### src/rtl/instruction_queue.sv
// instruction_queue: DEPTH-entry FIFO of WIDTH-bit instruction words sitting
// between fetch and decode. Valid/ready on both sides, occupancy count, and a
// synchronous flush used on branch redirects.
module instruction_queue #(
  parameter  int WIDTH = 26,
  parameter  int DEPTH = 4,
  localparam int CW    = $clog2(DEPTH + 1)
) (
  input  logic             clk,
  input  logic             resetN,
  input  logic             flush,
  input  logic [WIDTH-1:0] inData,
  input  logic             inValid,
  output logic             inReady,
  output logic [WIDTH-1:0] outData,
  output logic             outValid,
  input  logic             outReady,
  output logic [CW-1:0]    count
);

  localparam int AW = $clog2(DEPTH);

  logic [WIDTH-1:0] mem [DEPTH];
  logic [AW-1:0]    wrPtr;
  logic [AW-1:0]    rdPtr;
  logic             push;
  logic             pop;

  // Ready while not full (independent of outReady); valid while not empty.
  assign inReady  = (count != CW'(DEPTH));
  assign outValid = (count != '0);
  assign outData  = mem[rdPtr];

  assign push = inValid && inReady;
  assign pop  = outValid && outReady;

  // Pointer, occupancy and storage update; flush outranks push and pop.
  always_ff @(posedge clk or negedge resetN) begin
    if (!resetN) begin
      wrPtr <= '0;
      rdPtr <= '0;
      count <= '0;
      for (int unsigned i = 0; i < DEPTH; i++) begin
        mem[i] <= '0;
      end
    end else if (flush) begin
      // Storage is left as-is; only the bookkeeping is discarded.
      wrPtr <= '0;
      rdPtr <= '0;
      count <= '0;
    end else begin
      if (push) begin
        mem[wrPtr] <= inData;
        wrPtr      <= wrPtr + AW'(1);
      end
      if (pop) begin
        rdPtr <= rdPtr + AW'(1);
      end
      if (push && !pop) begin
        count <= count + CW'(1);
      end else if (pop && !push) begin
        count <= count - CW'(1);
      end
    end
  end

endmodule

### config.mk
export PLATFORM = sky130hd
export DESIGN_NAME = instruction_queue
export DESIGN_NICKNAME = d
export VERILOG_FILES = /design/src/rtl/instruction_queue.sv
export SDC_FILE = /design/constraint.sdc
export NUM_CORES = 1
export LEC_CHECK = 0
export BUFFER_PORTS_ARGS = -buffer_cell sky130_fd_sc_hd__clkbuf_2
export CAP_MARGIN = 40
export CORE_MARGIN = 2
export CORE_UTILIZATION = 58
export DETAILED_ROUTE_END_ITERATION = 7
export GPL_TIMING_DRIVEN = 0
export PLACE_DENSITY = 0.83
export SETUP_SLACK_MARGIN = 0.5
export SLEW_MARGIN = 0
export SYNTH_ARGS = -nofsm -noshare
export SYNTH_HDL_FRONTEND = slang
export SYNTH_SLANG_ARGS = --single-unit
### constraint.sdc
create_clock -name clk -period 2.4 [get_ports clk]
set_input_delay 0.24 -clock clk [delete_from_list [all_inputs] [get_ports clk]]
set_output_delay 0.24 -clock clk [all_outputs]
set_load 0.05 [all_outputs]
# After elaboration in Yosys (flattened, before gate mapping)
# Index checks and enable logic that the tools add are counted.
[word_totals]
register_bits = 111
latchBits = 0
ram_bits = 0
rom_bits = 0
inputBits = 31
out_inout_bits = 31
wordCells = 43
memories = 0
[op_classes]
addsub = 4
multipliers = 0
div = 0
n_lt_le_gt_ge = 3
n_eq_ne = 1
shift = 0
mux = 13
n_bitwise = 3
n_reduce_logical = 12
[ops]
columns = ["operator", "n"]
rows = [
  ["bitwise mux 104 bit", 1],
  ["two-way mux 26 bit", 3],
  ["binary-select mux 26 bit (select 2 bit)", 1],
  ["demux 26 bit (select 2 bit)", 1],
  ["two-way mux 3 bit", 3],
  ["two-way mux 2 bit", 4],
  ["greater-or-equal comparator 3 bit, second input constant", 2],
  ["inverter 2 -> 3 bit", 2],
  ["nonzero test 3 bit", 2],
  ["logical AND 1 bit", 5],
  ["adder 2 x 1 -> 2 bit, second input constant", 2],
  ["nonzero test 2 bit", 2],
  ["adder 3 x 1 -> 3 bit, second input constant", 1],
  ["less-than comparator 3 x 1 -> 1 bit, second input constant", 1],
  ["inequality test 3 bit, second input constant", 1],
  ["subtractor 3 x 1 -> 3 bit, second input constant", 1],
  ["zero test 1 bit", 2],
  ["AND reduction 2 bit", 1],
  ["inverter 1 bit", 1],
]

# Longest topological paths before layout
[depth]
word_depth = 7
ltp_mapped = 8
mapped_depth_nobuf = 7

# Least setup slack after synthesis
# Ideal clock, no wire load.
[synth_path]
kind = "register to register"
start = "register count[2]"
end = "register count[2]"
setup_time_ns = 0.159
arrival_ns = 2.345
required_time_ns = 2.241
slack_ns = -0.103
stages_incl_launch_ff = 8
path_buffers = 0
period_less_slack_ns = 2.503
cell_sequence = "dfrtp_1 -> nor3b_4 -> inv_2 -> and3_2 -> fa_1 -> and3b_1 -> a311oi_1 -> a211oi_1"
[synth_between]
word_cells_on_any_way = 14
classes_between = "add/sub (2); eq/ne (1); mux (3); reduce/logical (8)"
[synth_lines]
columns = ["element", "line", "rtl"]
rows = [
  ["from (decl)", "18", "output logic [CW-1:0] count"],
  ["from (signal assigned)", "60", "count <= count + CW'(1);"],
  ["from (signal assigned)", "62", "count <= count - CW'(1);"],
  ["inequality test 3 bit *", "30", "assign inReady = (count != CW'(DEPTH));"],
  ["net inReady", "14", "output logic inReady,"],
  ["logical AND 1 bit *", "34", "assign push = inValid && inReady;"],
  ["logical AND 1 bit or zero test 1 bit (tied branches)", "59, 61", ""],
  ["two-way mux 3 bit or logical AND 1 bit (tied branches)", "59, 61", ""],
  ["two-way mux 3 bit or nonzero test 3 bit (tied branches)", "n/a", ""],
]
# The timed path passes the listed nets; every way through them passes the cells marked *. The select of a mux whose other input is x is not followed.
# A chain may end at the register's enable or synchronous reset.

# Final worst setup path
[layout_path]
start = "register rdPtr[0]"
end = "output outData[5]"
[layout_between]
elab_chain_len = 4
[layout_rtl]
columns = ["element", "line", "rtl"]
rows = [
  ["from (decl)", "25", "logic [AW-1:0] rdPtr;"],
  ["from (signal assigned)", "57", "rdPtr <= rdPtr + AW'(1);"],
  ["inverter 2 -> 3 bit (not written as such)", "32", "assign outData = mem[rdPtr];"],
  ["binary-select mux 26 bit (select 2 bit)", "32", ""],
  ["two-way mux 26 bit (not written as such) (2 in a row)", "32", ""],
  ["to (decl)", "15", "output logic [WIDTH-1:0] outData,"],
]
# No other way between the ends. The select of a mux whose other input is x is not followed.

==> reports/qor.yml <==
status:
  status: "finished, violations left"
  violations: "negative hold slack"
setup_path:
  cp.required_ps: 2160
  worstSetupEndpointType: "primary output"
  critPathTopFamily: "buffers and inverters"
  path_max_fanout: 9
  crit_buf_inv: 3
  critPathArrivalTime_ps: 1790
  slowest_stage: "mux4_2"
  start_kind: "flop"
  crit_path_cell_trace: "buf_12, clkbuf_16, mux4_2, clkbuf_8"
  path_class: "reg -> out"
  slowest_delay_ps: 510
clock_tree:
  clockRootBuffer: "clkbuf_8"
  cts_buffers: 9
  cts_tree: "done"
  clock_sinks: 111
  clockBufferDepth: 2
  clkLatencyLatePin_ps: 370
  postCtsHoldBufs: 0
  path_clk_slew_ps: 110
  htree_num_levels: 3
global_routing:
  grt_max_degree: 112
  first_global_vias: 3146
  grt-ovfl-total: 0
  grt_pass1_wl_um: 16400
  grt_antenna_before_repair: 0
  grt.total_usage: 0.220
timing:
  setup_violations: 0
  hold_violations: 19
  fin_tns_setup_ps: 0
  rsz0062_at_grt: "true"
  skew_ps: 13.3
  period_share: 0.848
  min_period_ps: 2030
  tightest_slew_ps: 857
  fmax_ghz: 0.492
  relSlewSlack: 0.429
  whs_ps: -39.6
  drv_slew: 0
synthesis:
  synthesis.area_mm2: 0.00513
  synth_seq_area_share: 0.542
  ys_types: 36
  syn_nets: 346
  syn_avg_cell_area_um2: 16.5
  ys_warn_count: 0
  synth_cells: 310
  ys_ff_latch: 111
drt:
  routed_wl_um: 10500
  drc: 0
  drt_iter0_drc: 124
  via_count: 2981
  via_per_inst: 5.87
  drt-pass1-iter-count: 4
  wire_per_inst_um: 20.8
  ant_nets: 0
placed_design:
  gp_congestion: 0.735
  dp_hpwl_um: 6470
  io_buffers: 58
power_and_ir_drop:
  ir_worst_vdd_mv: 0.836
  power-per-cell-area_mw_per_mm2: 1370
  power_leakage_nw: 2.91
worst_hold_path:
  worstHoldPathType: "in -> async"
die:
  pin_count: 62
  start_util: 0.594
  die_area_mm2: 0.00961
  rows: 34
  core_mm2: 0.00864
  dieHeight_um: 98.0
  die_x_um: 98.0
finish:
  drive_gt1_frac: 0.643
  layout_commonest_cell: "dfrtp_1"
  nNetsFinal: 431
  num_antenna_cells: 0
  area_growth_pct: 24.7
  layout_common_cells: "dfrtp_1 (108), mux2_2 (86), clkbuf_8 (34), clkbuf_2 (31), mux4_2 (26)"
flow_run:
  drv_cap: 0
==> Yosys cell counts, drive strengths merged <==
| master | number | area share |
|---|---|---|
| xor2 | 2 | 0.0034 |
| o21a | 1 | 0.0015 |
| and2b | 1 | 0.0020 |
| buf | 15 | 0.023 |
| and3 | 2 | 0.0037 |
| o311ai | 1 | 0.0017 |
| a211oi | 1 | 0.0015 |
| mux2 | 106 | 0.25 |
| mux2i | 1 | 0.0020 |
| a21oi | 2 | 0.0020 |
| a31o | 1 | 0.0017 |
| inv | 7 | 0.0051 |
| nor3b | 1 | 0.0037 |
| a221oi | 1 | 0.0017 |
| or3 | 1 | 0.0015 |
| a311oi | 1 | 0.0017 |
| o21ai | 3 | 0.0029 |
| nand3 | 5 | 0.0078 |
| nor2 | 9 | 0.0066 |
| mux4 | 26 | 0.11 |
| and3b | 1 | 0.0017 |
| a21o | 1 | 0.0015 |
| o31ai | 1 | 0.0015 |
| clkbuf | 4 | 0.0049 |
| fa | 1 | 0.0039 |
| ha | 4 | 0.0098 |
| dfrtp | 111 | 0.54 |
==> cell type report <==
| cell class | instances | area (um2) |
|---|---|---|
| inverters | 7 | 28.8 |
| clock buffers | 9 | 124 |
| fillers | 509 | 2240 |
| repair buffers | 74 | 743 |
| multi-input cells | 173 | 2230 |
| clock inverters | 7 | 100 |
| well taps | 108 | 135 |
| flip-flops and latches | 111 | 2780 |
| plain buffers | 19 | 256 |
==> stage by stage <==
stage | utilization | cells | setup slack, ps | area [um2] | total power [mW]
after floorplan | - | 310 | 189 | 5160 | 5.83
after global placement | 0.647 | 476 | -589 | 5580 | 6.47
after detailed placement | 0.648 | 476 | 145 | 5590 | 6.62
after CTS | 0.719 | 502 | 345 | 6210 | 8.59
after global routing | 0.741 | 508 | 304 | 6390 | 9.14
final | 0.741 | 508 | 366 | 6390 | 8.76
==> sequential cells by signal, indices dropped and copies added, names as in the netlist <==
| signal | count |
|---|---|
| mem | 104 |
| count | 3 |
| rdPtr | 2 |
| wrPtr | 2 |
==> timing repair <==
item | CTS | global route
gates resized for setup | 71 | 20
pin swaps | 3 | 1
cloned | 0 | 4
endpoints found under the setup margin | 48 | 107
setup buffers | 10 | 2
==> layer usage <==
metal | part of all wire | GRT usage | up-vias
met2 | 0.51 | 0.355 | 73
met4 | 0.018 | 0.0716 | 0
li1 | - | - | 1324
met5 | 0 | 0 | -
met1 | 0.43 | 0.307 | 1571
met3 | 0.038 | 0.0422 | 13
==> worst register-to-register path: stages, from the launching register on <==
cell      delay [ps]
dfrtp_2          420
buf_6            130
nor3b_4          220
inv_4             50
and3_4           150
fa_2             360
and3b_1          210
a21o_1           160
a211oi_2         170
==> cell families (layout without fill, tap and decap cells) <==
group / Yosys count / after routing / share of synthesized area
multiplexers: 133 / 133 / 0.364
flip-flops: 111 / 111 / 0.542
buffers and inverters: 26 / 116 / 0.0332
AND/OR/NAND/NOR: 20 / 20 / 0.0268
AO/OA/AOI/OAI: 13 / 13 / 0.0176
adder cells (fa/ha/maj): 5 / 5 / 0.0137
XOR/XNOR: 2 / 2 / 0.00342
==> path summary, 6_finish.rpt <==
kind / startpoint / end / slack [ps] / cells past startpoint
worst max-delay path: rdPtr[0]$_DFFE_PN0P_ / outData[5] / 370 / 4
worst min-delay path: resetN / mem[44]$_DFFE_PN0P_ / -40 / 1
worst max register to register: count[0]$_DFFE_PN0P_ / count[2]$_DFFE_PN0P_ / 440 / 8
worst min register to register: mem[26]$_DFFE_PN0P_ / mem[26]$_DFFE_PN0P_ / 510 / 1
max in group asynchronous: resetN / count[2]$_DFFE_PN0P_ / 1810 / 1
min in group clk: flush / rdPtr[0]$_DFFE_PN0P_ / 90 / 2
==> power by group <==
| part | internal, mW | total, mW | switching (mW) | leakage [nW] |
|---|---|---|---|---|
| clock network | 0.602 | 1.26 | 0.656 | 0.115 |
| registers | 2.59 | 3.00 | 0.409 | 1.40 |
| logic | 2.23 | 4.50 | 2.26 | 1.39 |
No activity file was read; power rests on OpenSTA's default activity.
